<file path="config.mk">
export PLATFORM = sky130hd
export DESIGN_NAME = half_sub
export DESIGN_NICKNAME = d
export VERILOG_FILES = /design/src/rtl/half_sub.sv
export SDC_FILE = /design/constraint.sdc
export NUM_CORES = 1
export LEC_CHECK = 0
export BUFFER_PORTS_ARGS = -buffer_cell sky130_fd_sc_hd__buf_2
export CAP_MARGIN = 20
export CELL_PAD_IN_SITES_DETAIL_PLACEMENT = 0
export CELL_PAD_IN_SITES_GLOBAL_PLACEMENT = 2
export CORE_MARGIN = 10
export CORE_UTILIZATION = 31
export CTS_CLUSTER_DIAMETER = 120
export CTS_CLUSTER_SIZE = 25
export DETAILED_ROUTE_END_ITERATION = 10
export GPL_TIMING_DRIVEN = 0
export PLACE_DENSITY_LB_ADDON = 0.1
export SLEW_MARGIN = 20
export SYNTH_ARGS = -nofsm -noshare
export SYNTH_HDL_FRONTEND = slang
export SYNTH_SLANG_ARGS = --single-unit
</file>
<file path="constraint.sdc">
create_clock -name clk -period 2.7 [get_ports clk]
set_clock_uncertainty 0.15 [all_clocks]
set_input_delay 0.135 -clock clk [delete_from_list [all_inputs] [get_ports clk]]
set_output_delay 0.135 -clock clk [all_outputs]
set_load 0.03 [all_outputs]
</file>
<file path="src/rtl/half_sub.sv">
// Registered multi-lane half subtractor: per-lane diff/borrow, an OR-reduced
// borrow flag and a saturating count of accepted samples that produced a borrow.
module half_sub #(
  parameter int WIDTH = 1,
  parameter int CNT_W = 8
) (
  input  logic             clk,
  input  logic             rst,
  input  logic             in_valid,
  input  logic [WIDTH-1:0] a,
  input  logic [WIDTH-1:0] b,
  output logic [WIDTH-1:0] diff,
  output logic [WIDTH-1:0] borrow,
  output logic             out_valid,
  output logic             borrow_any,
  output logic [CNT_W-1:0] borrow_cnt
);

  localparam logic [CNT_W-1:0] CNT_MAX = {CNT_W{1'b1}};

  logic [WIDTH-1:0] diff_next;
  logic [WIDTH-1:0] borrow_next;
  logic             borrow_any_next;
  logic [CNT_W-1:0] borrow_cnt_next;

  logic [WIDTH-1:0] diff_reg;
  logic [WIDTH-1:0] borrow_reg;
  logic             out_valid_reg;
  logic             borrow_any_reg;
  logic [CNT_W-1:0] borrow_cnt_reg;

  // Lanes are independent: no borrow ripples between neighbouring bits.
  for (genvar gi = 0; gi < WIDTH; gi++) begin : g_lane
    assign diff_next[gi]   = a[gi] ^ b[gi];
    assign borrow_next[gi] = ~a[gi] & b[gi];
  end

  assign borrow_any_next = |borrow_next;

  always_comb begin
    borrow_cnt_next = borrow_cnt_reg;
    if (in_valid && borrow_any_next && (borrow_cnt_reg != CNT_MAX))
      borrow_cnt_next = borrow_cnt_reg + 1'b1;
  end

  always_ff @(posedge clk) begin
    if (rst) begin
      diff_reg       <= '0;
      borrow_reg     <= '0;
      out_valid_reg  <= 1'b0;
      borrow_any_reg <= 1'b0;
      borrow_cnt_reg <= '0;
    end else begin
      out_valid_reg  <= in_valid;
      borrow_cnt_reg <= borrow_cnt_next;
      // Results hold their last captured value across invalid cycles.
      if (in_valid) begin
        diff_reg       <= diff_next;
        borrow_reg     <= borrow_next;
        borrow_any_reg <= borrow_any_next;
      end
    end
  end

  assign diff       = diff_reg;
  assign borrow     = borrow_reg;
  assign out_valid  = out_valid_reg;
  assign borrow_any = borrow_any_reg;
  assign borrow_cnt = borrow_cnt_reg;

endmodule

</file>
==> flow_summary_export.csv, run 1 <==
group,metric,value,unit
run_status,status,"finished clean",
clocking,tritoncts,"done",
clocking,insertion_delay,0.27,ns
clocking,cts_resized,0,
global_routing,grt_overflow_total,0,
critical_path,cp_slowest_stage_delay,0.36,ns
global_routing,track_usage,7.50,%
global_routing,grtUsageMet2,11.1,%
floorplan,chipHeight,63.6,um
cells_and_area,antenna_cells,0,
yosys,syn-num-nets,67,
drt,avgViaCountPerCell,4.76,
clocking,clk_pin_slew,0.07,ns
yosys,yosys.area.top_type_share,37.3,%
critical_path,r2r-start,"borrow_cnt[0]",
pwr,pwr-share-comb,11.0,%
pwr,cellPowerDensity,431,nW/um2
critical_path,ff2ff_setup_slack,0.99,ns
clocking,cts_hold_buf,1,
yosys,muxShareOfSynthArea,9.32,%
pwr,p_sw,81.9,uW
timing,hold_violations,0,
critical_path,endpoint,"borrow_cnt[5]",
drt,drt_first_pass_iters,1,
yosys,synth_adder_area_share,4.24,%
timing,max_freq,585,MHz
critical_path,criticalPathCategory,"reg -> reg",
critical_path,endpoint_kind,"register",
global_routing,grt_pass1_vias,521,
placement,hpwl,1.06,mm
yosys,synth-simple-area-share,29.0,%
critical_path,startpoint_type,"register",
cells_and_area,instances_no_fill,106,
yosys,synth_edf_count,0,
floorplan,placementRows,15,
yosys,ys_top_cells_by_area,"dfxtp_1 37%, mux2_4 7.6%, a21oi_1 5.1%",
yosys,yosysSeqAreaShare,37.3,%
placement,place_congestion,0.712,
run,maxCapViolCount,0,
yosys,synth_compound_area_share,15.0,%
cells_and_area,finish.net_count,89,
critical_path,path_cells,"ha_1 > and3_1 > buf_6 > a211oi_2 > mux2_4",
floorplan,coreArea,1760,um2
timing,drv_slew,0,
critical_path,critPathLaunch,"borrow_cnt[0]",
timing,rsz0062_at_grt,"no",
critical_path,r2r_cells,5,
pwr,finalPower,318,uW
yosys,syn_area_per_cell,9.84,um2
timing,slew_headroom,67.3,%
timing,whs,0.00961,ns
critical_path,crit_path_top_delay_cell,"dfxtp_1",
drt,drcViolationCount,0,
timing,setup_viol,0,
drt,drt-total-wl,1.43,mm
critical_path,crit_fanout,7,
yosys,synth_commonest_cells,"11 x dfxtp_1, 6 x a21oi_1, 5 x nor2_1",
floorplan,die_area,4050,um2
global_routing,grt_max_degree,11,
drt,drt-initial-drc-count,0,
critical_path,cp.arrival,1.72,ns
yosys,synth-async-reset-ratio,0,%
pwr,ir_worst_vdd,0.313,mV
clocking,cts-htree-levels,1,
yosys,synth_cell_types,28,
placement,dp_cells,101,
timing,tightest_slew,0.491,ns
global_routing,use_met3,4.95,%
worst_hold_path,hold-path-cell-count,3,
yosys,synth.most_common_cell,"dfxtp_1",
worst_hold_path,hold_path.class,"in -> reg",
yosys,synth_top_family_by_area,"simple AND/OR/NAND/NOR gates",
placement,post_dp_cell_area,702,um2
critical_path,crit_required,2.71,ns
drt,num_vias,505,
global_routing,antenna_found_initial,0,
pwr,p_seq_share,52.8,%
timing,fin_crit_sh,63.3,%
yosys,netlist_area,591,um2
clocking,clock-root-buffer,"clkbuf_4",
pwr,clkPwrFrac,36.1,%
timing,fin_tns_setup,0,ns
critical_path,r2r-end,"borrow_cnt[5]",
clocking,post_cts_buffers,0,
global_routing,met1_usage,8.47,%
floorplan,initial_core_util,33.5,%
cells_and_area,fin_area,738,um2
placement,numPortBuffers,16,
pwr,leakage,0.000337,uW
pwr,swShare,25.7,%
yosys,synth_top_cell_by_area,"dfxtp_1",
cells_and_area,drive_gt1_share,38.3,%
floorplan,die_w,63.6,um
cells_and_area,areaGrowthSynthToFinish,25.0,%
yosys,yosysWarnings,0,
global_routing,grt_pass1_wl,2.44,mm
clocking,clock_path_buffers,2,
cells_and_area,largest_register_ffs,8,
yosys,ys.flop_type,"dfxtp_1",
drt,ant_nets,0,
drt,wl_per_cell,13.5,um
timing,fin_crit,1.71,ns
yosys,synth_xor_area_share,0,%
floorplan,pin_count,17,
yosys,synthCells,60,
clocking,cts_made_buffers,3,
global_routing,busiest_layer,"met2",
pwr,cellInternalPower,236,uW
clocking,numClockSinks,11,
yosys,synth_seq_cells,11,
-- area by class of cell --
class | count | area [um2]
flip-flops and latches | 11 | 220
fillers | 207 | 1030
repair buffers | 17 | 90.1
well taps | 25 | 31.3
plain buffers | 3 | 22.5
inverters | 2 | 7.51
clock buffers | 4 | 26.3
multi-input cells | 44 | 340
-- worst max-delay path, delay by kind of cell, from the launching register on --
family	cells	cell delay (ns)
flip-flops	1	0.36
multiplexers	1	0.31
adder cells (fa/ha/maj)	1	0.24
AO/OA/AOI/OAI	1	0.21
AND/OR/NAND/NOR	1	0.19
buffers and inverters	1	0.14
-- cell families after synthesis --
kind of cell / Yosys count
fa+ha+maj: 2
mux: 4
compound gates: 13
simple gates: 25
buf+inv: 5
flops: 11
-- power by group through the flow --
| stage | registers, uW | logic (uW) | clock network, uW |
|---|---|---|---|
| floorplan | 179 | 15.0 | 0 |
| global placement | 172 | 34.4 | 0 |
| detailed placement | 172 | 34.7 | 0 |
| CTS | 168 | 36.0 | 122 |
| global route | 169 | 38.8 | 127 |
| finish | 168 | 35.1 | 115 |
-- metrics by stage --
stage / setup slack (ns) / utilization [%]
floorplan: 0.928 / -
detailed placement: 1.01 / 39.8
global route: 0.929 / 41.8
global placement: 0.996 / 39.8
CTS: 0.988 / 41.8
finish: 0.991 / 41.8
-- metal layers --
layer	up-vias	wire (um)
met5	-	0
met4	0	17
met3	2	126
met2	13	614
met1	224	668
li1	266	-
-- worst min-delay path by stage --
stage | end | from | slack (ns)
floorplan | diff | in_valid | 0.08
global placement | diff | in_valid | 0.28
detailed placement | diff | in_valid | 0.28
CTS | diff | b | 0.003
global route | diff | b | 0.01
finish | diff | b | 0.01
-- placed cells by master (no fill, tap or decap), types with 2 or more instances in the layout --
| master | Yosys | final |
|---|---|---|
| nand4_1 | 2 | 2 |
| a21oi_1 | 6 | 6 |
| clkbuf_4 | 0 | 3 |
| clkbuf_1 | 1 | 2 |
| inv_1 | 2 | 2 |
| a211oi_1 | 3 | 3 |
| nor2_1 | 5 | 5 |
| nand2b_1 | 3 | 3 |
| and3_1 | 2 | 2 |
| buf_2 | 0 | 16 |
| ha_1 | 2 | 2 |
| mux2_4 | 3 | 3 |
| dfxtp_1 | 11 | 11 |
| nor2b_1 | 4 | 4 |
(Power assumes the default switching activity.)
==> run 2: changes to the inputs <==
--- a/config.mk
+++ b/config.mk
@@ -10,7 +10,7 @@
 export CELL_PAD_IN_SITES_DETAIL_PLACEMENT = 0
 export CELL_PAD_IN_SITES_GLOBAL_PLACEMENT = 2
 export CORE_MARGIN = 10
-export CORE_UTILIZATION = 31
+export CORE_UTILIZATION = 26
 export CTS_CLUSTER_DIAMETER = 120
 export CTS_CLUSTER_SIZE = 25
 export DETAILED_ROUTE_END_ITERATION = 10
==> constraint.sdc (replaced) <==
create_clock -name clk -period 1.4 [get_ports clk]
set_clock_uncertainty 0.15 [all_clocks]
set_input_delay 0.07 -clock clk [delete_from_list [all_inputs] [get_ports clk]]
set_output_delay 0.07 -clock clk [all_outputs]
set_load 0.03 [all_outputs]
==> flow_summary_export.csv, run 2 (same netlist as run 1, synthesis figures left out) <==
group,metric,value,unit
run_status,status,"finished with violations",
run_status,violations,"negative setup slack",
timing,hold_violations,0,
timing,setup_viol,3,
clocking,clk_pin_slew,0.08,ns
worst_hold_path,hold-path-cell-count,3,
cells_and_area,final_common_cell,"buf_2",
drt,met3WireLength,104,um
placement,place_ws,-0.255,ns
critical_path,ff2ff_setup_slack,-0.11,ns
cells_and_area,final_cell_mix,"16 x buf_2, 6 x a21oi_1, 6 x dfxtp_1",
pwr,cellPowerDensity,755,nW/um2
critical_path,endpoint_kind,"register",
drt,drt_first_pass_iters,3,
cells_and_area,finish.net_count,95,
clocking,cts-htree-levels,1,
critical_path,crit_required,1.41,ns
clocking,numClockSinks,11,
timing,fin_ws,-0.111,ns
pwr,finalPower,628,uW
drt,ant_nets,0,
critical_path,cp.arrival,1.52,ns
cells_and_area,instances_no_fill,115,
drt,drt-total-wl,1.56,mm
placement,dp_cells,104,
timing,fin_crit_sh,108,%
cells_and_area,nFillCells,241,
global_routing,grt_pass1_wl,2.59,mm
critical_path,crit_fanout,5,
cells_and_area,antenna_cells,0,
drt,wl_per_cell,13.5,um
clocking,clock_path_buffers,2,
floorplan,placementRows,17,
drt,num_vias,541,
global_routing,grt_pass1_vias,523,
worst_hold_path,hold_path.class,"in -> reg",
drt,drcViolationCount,0,
worst_hold_path,hp-start,"rst",
cells_and_area,areaGrowthSynthToFinish,40.9,%
drt,top_layer,"met4",
global_routing,grt_max_degree,11,
placement,numPortBuffers,16,
critical_path,criticalPathCategory,"reg -> reg",
critical_path,r2r-end,"borrow_cnt[5]",
global_routing,track_usage,7.74,%
timing,fin_tns_setup,-0.221,ns
placement,hpwl,1.12,mm
clocking,insertion_delay,0.27,ns
critical_path,startpoint_type,"register",
timing,rsz0062_at_grt,"yes",
drt,wl_met1,762,um
timing,fin_crit,1.51,ns
worst_hold_path,hold_end,"borrow_cnt[0]",
clocking,tritoncts,"done",
critical_path,r2r_cells,4,
pwr,ir_worst_vdd,0.305,mV
timing,whs,0.0523,ns
timing,max_freq,662,MHz
timing,slew_headroom,66.4,%
placement,place_congestion,0.724,
run,maxCapViolCount,0,
floorplan,initial_core_util,27.0,%
global_routing,antenna_found_initial,0,
clocking,clock-root-buffer,"clkbuf_4",
clocking,cts_made_buffers,3,
pwr,leakage,0.000362,uW
timing,tightest_slew,0.504,ns
critical_path,r2r-start,"borrow_cnt[0]",
floorplan,die_area,4580,um2
drt,avgViaCountPerCell,4.70,
cells_and_area,largest_register_ffs,8,
drt,wl_met2,676,um
floorplan,pin_count,17,
cells_and_area,drive_gt1_share,48.3,%
floorplan,coreArea,2190,um2
floorplan,die_w,67.7,um
global_routing,grt_overflow_total,0,
timing,drv_slew,0,
drt,drt-initial-drc-count,22,
floorplan,chipHeight,67.7,um
run 2: changes by cell type in the layout (fill, tap and decap cells not counted), moves of 2 or more:
cell	before	now
buf_4	1	5
dfxtp_2	0	3
dfxtp_1	11	6
dfxtp_4	0	2
dlygate4sd3_1	1	4
run 2: timing repair:
action	4_1_cts	5_1_grt
hold buffers	4	0
hold endpoints to repair	3	0
endpoints found under the setup margin	5	7
resized for setup	1	1
pin swaps	2	2
buffers inserted	4	0
run 2: power by group:
part | total [uW] | internal [uW] | switching, uW
clock network | 225 | 110 | 114
registers | 321 | 317 | 4.11
logic | 82.5 | 35.8 | 46.6
run 2: cell type report:
class / instances / area [um2] / share of cell area, %
multi-input cells: 44 / 370 / 44.5
flip-flops and latches: 11 / 231 / 27.8
repair buffers: 24 / 150 / 18.0
well taps: 28 / 35.0 / 4.21
clock buffers: 4 / 26.3 / 3.16
plain buffers: 2 / 11.3 / 1.35
inverters: 2 / 7.51 / 0.902
run 2: per-stage QoR:
stage	instance area, um2	util (%)
global route	832	38.0
CTS	827	37.7
detailed placement	734	33.5
global placement	734	33.5
floorplan	619	-
finish	832	38.0
run 2: worst max-delay path: stages, from the launching register on:
cell and delay, ns:
dfxtp_4 0.36, ha_4 0.15, and3_4 0.21, a211oi_4 0.22, mux2_4 0.31
run 2: routing by layer:
layer	track usage [%]	up-vias
met2	10.6	11
met3	2.98	2
li1	-	273
met5	0	-
met1	9.95	255
met4	4.62	0
run 2: worst max-delay path by stage:
stage / start / to / slack [ns] / depth (start not counted)
finish: borrow_cnt[0] / borrow_cnt[5] / -0.11 / 4
global placement: borrow_cnt[0] / borrow_cnt[5] / -0.24 / 5
detailed placement: borrow_cnt[1] / borrow_cnt[5] / -0.25 / 5
floorplan: borrow_cnt[1] / borrow_cnt[5] / -0.24 / 5
CTS: borrow_cnt[0] / borrow_cnt[5] / -0.12 / 4
global route: borrow_cnt[0] / borrow_cnt[5] / -0.14 / 4
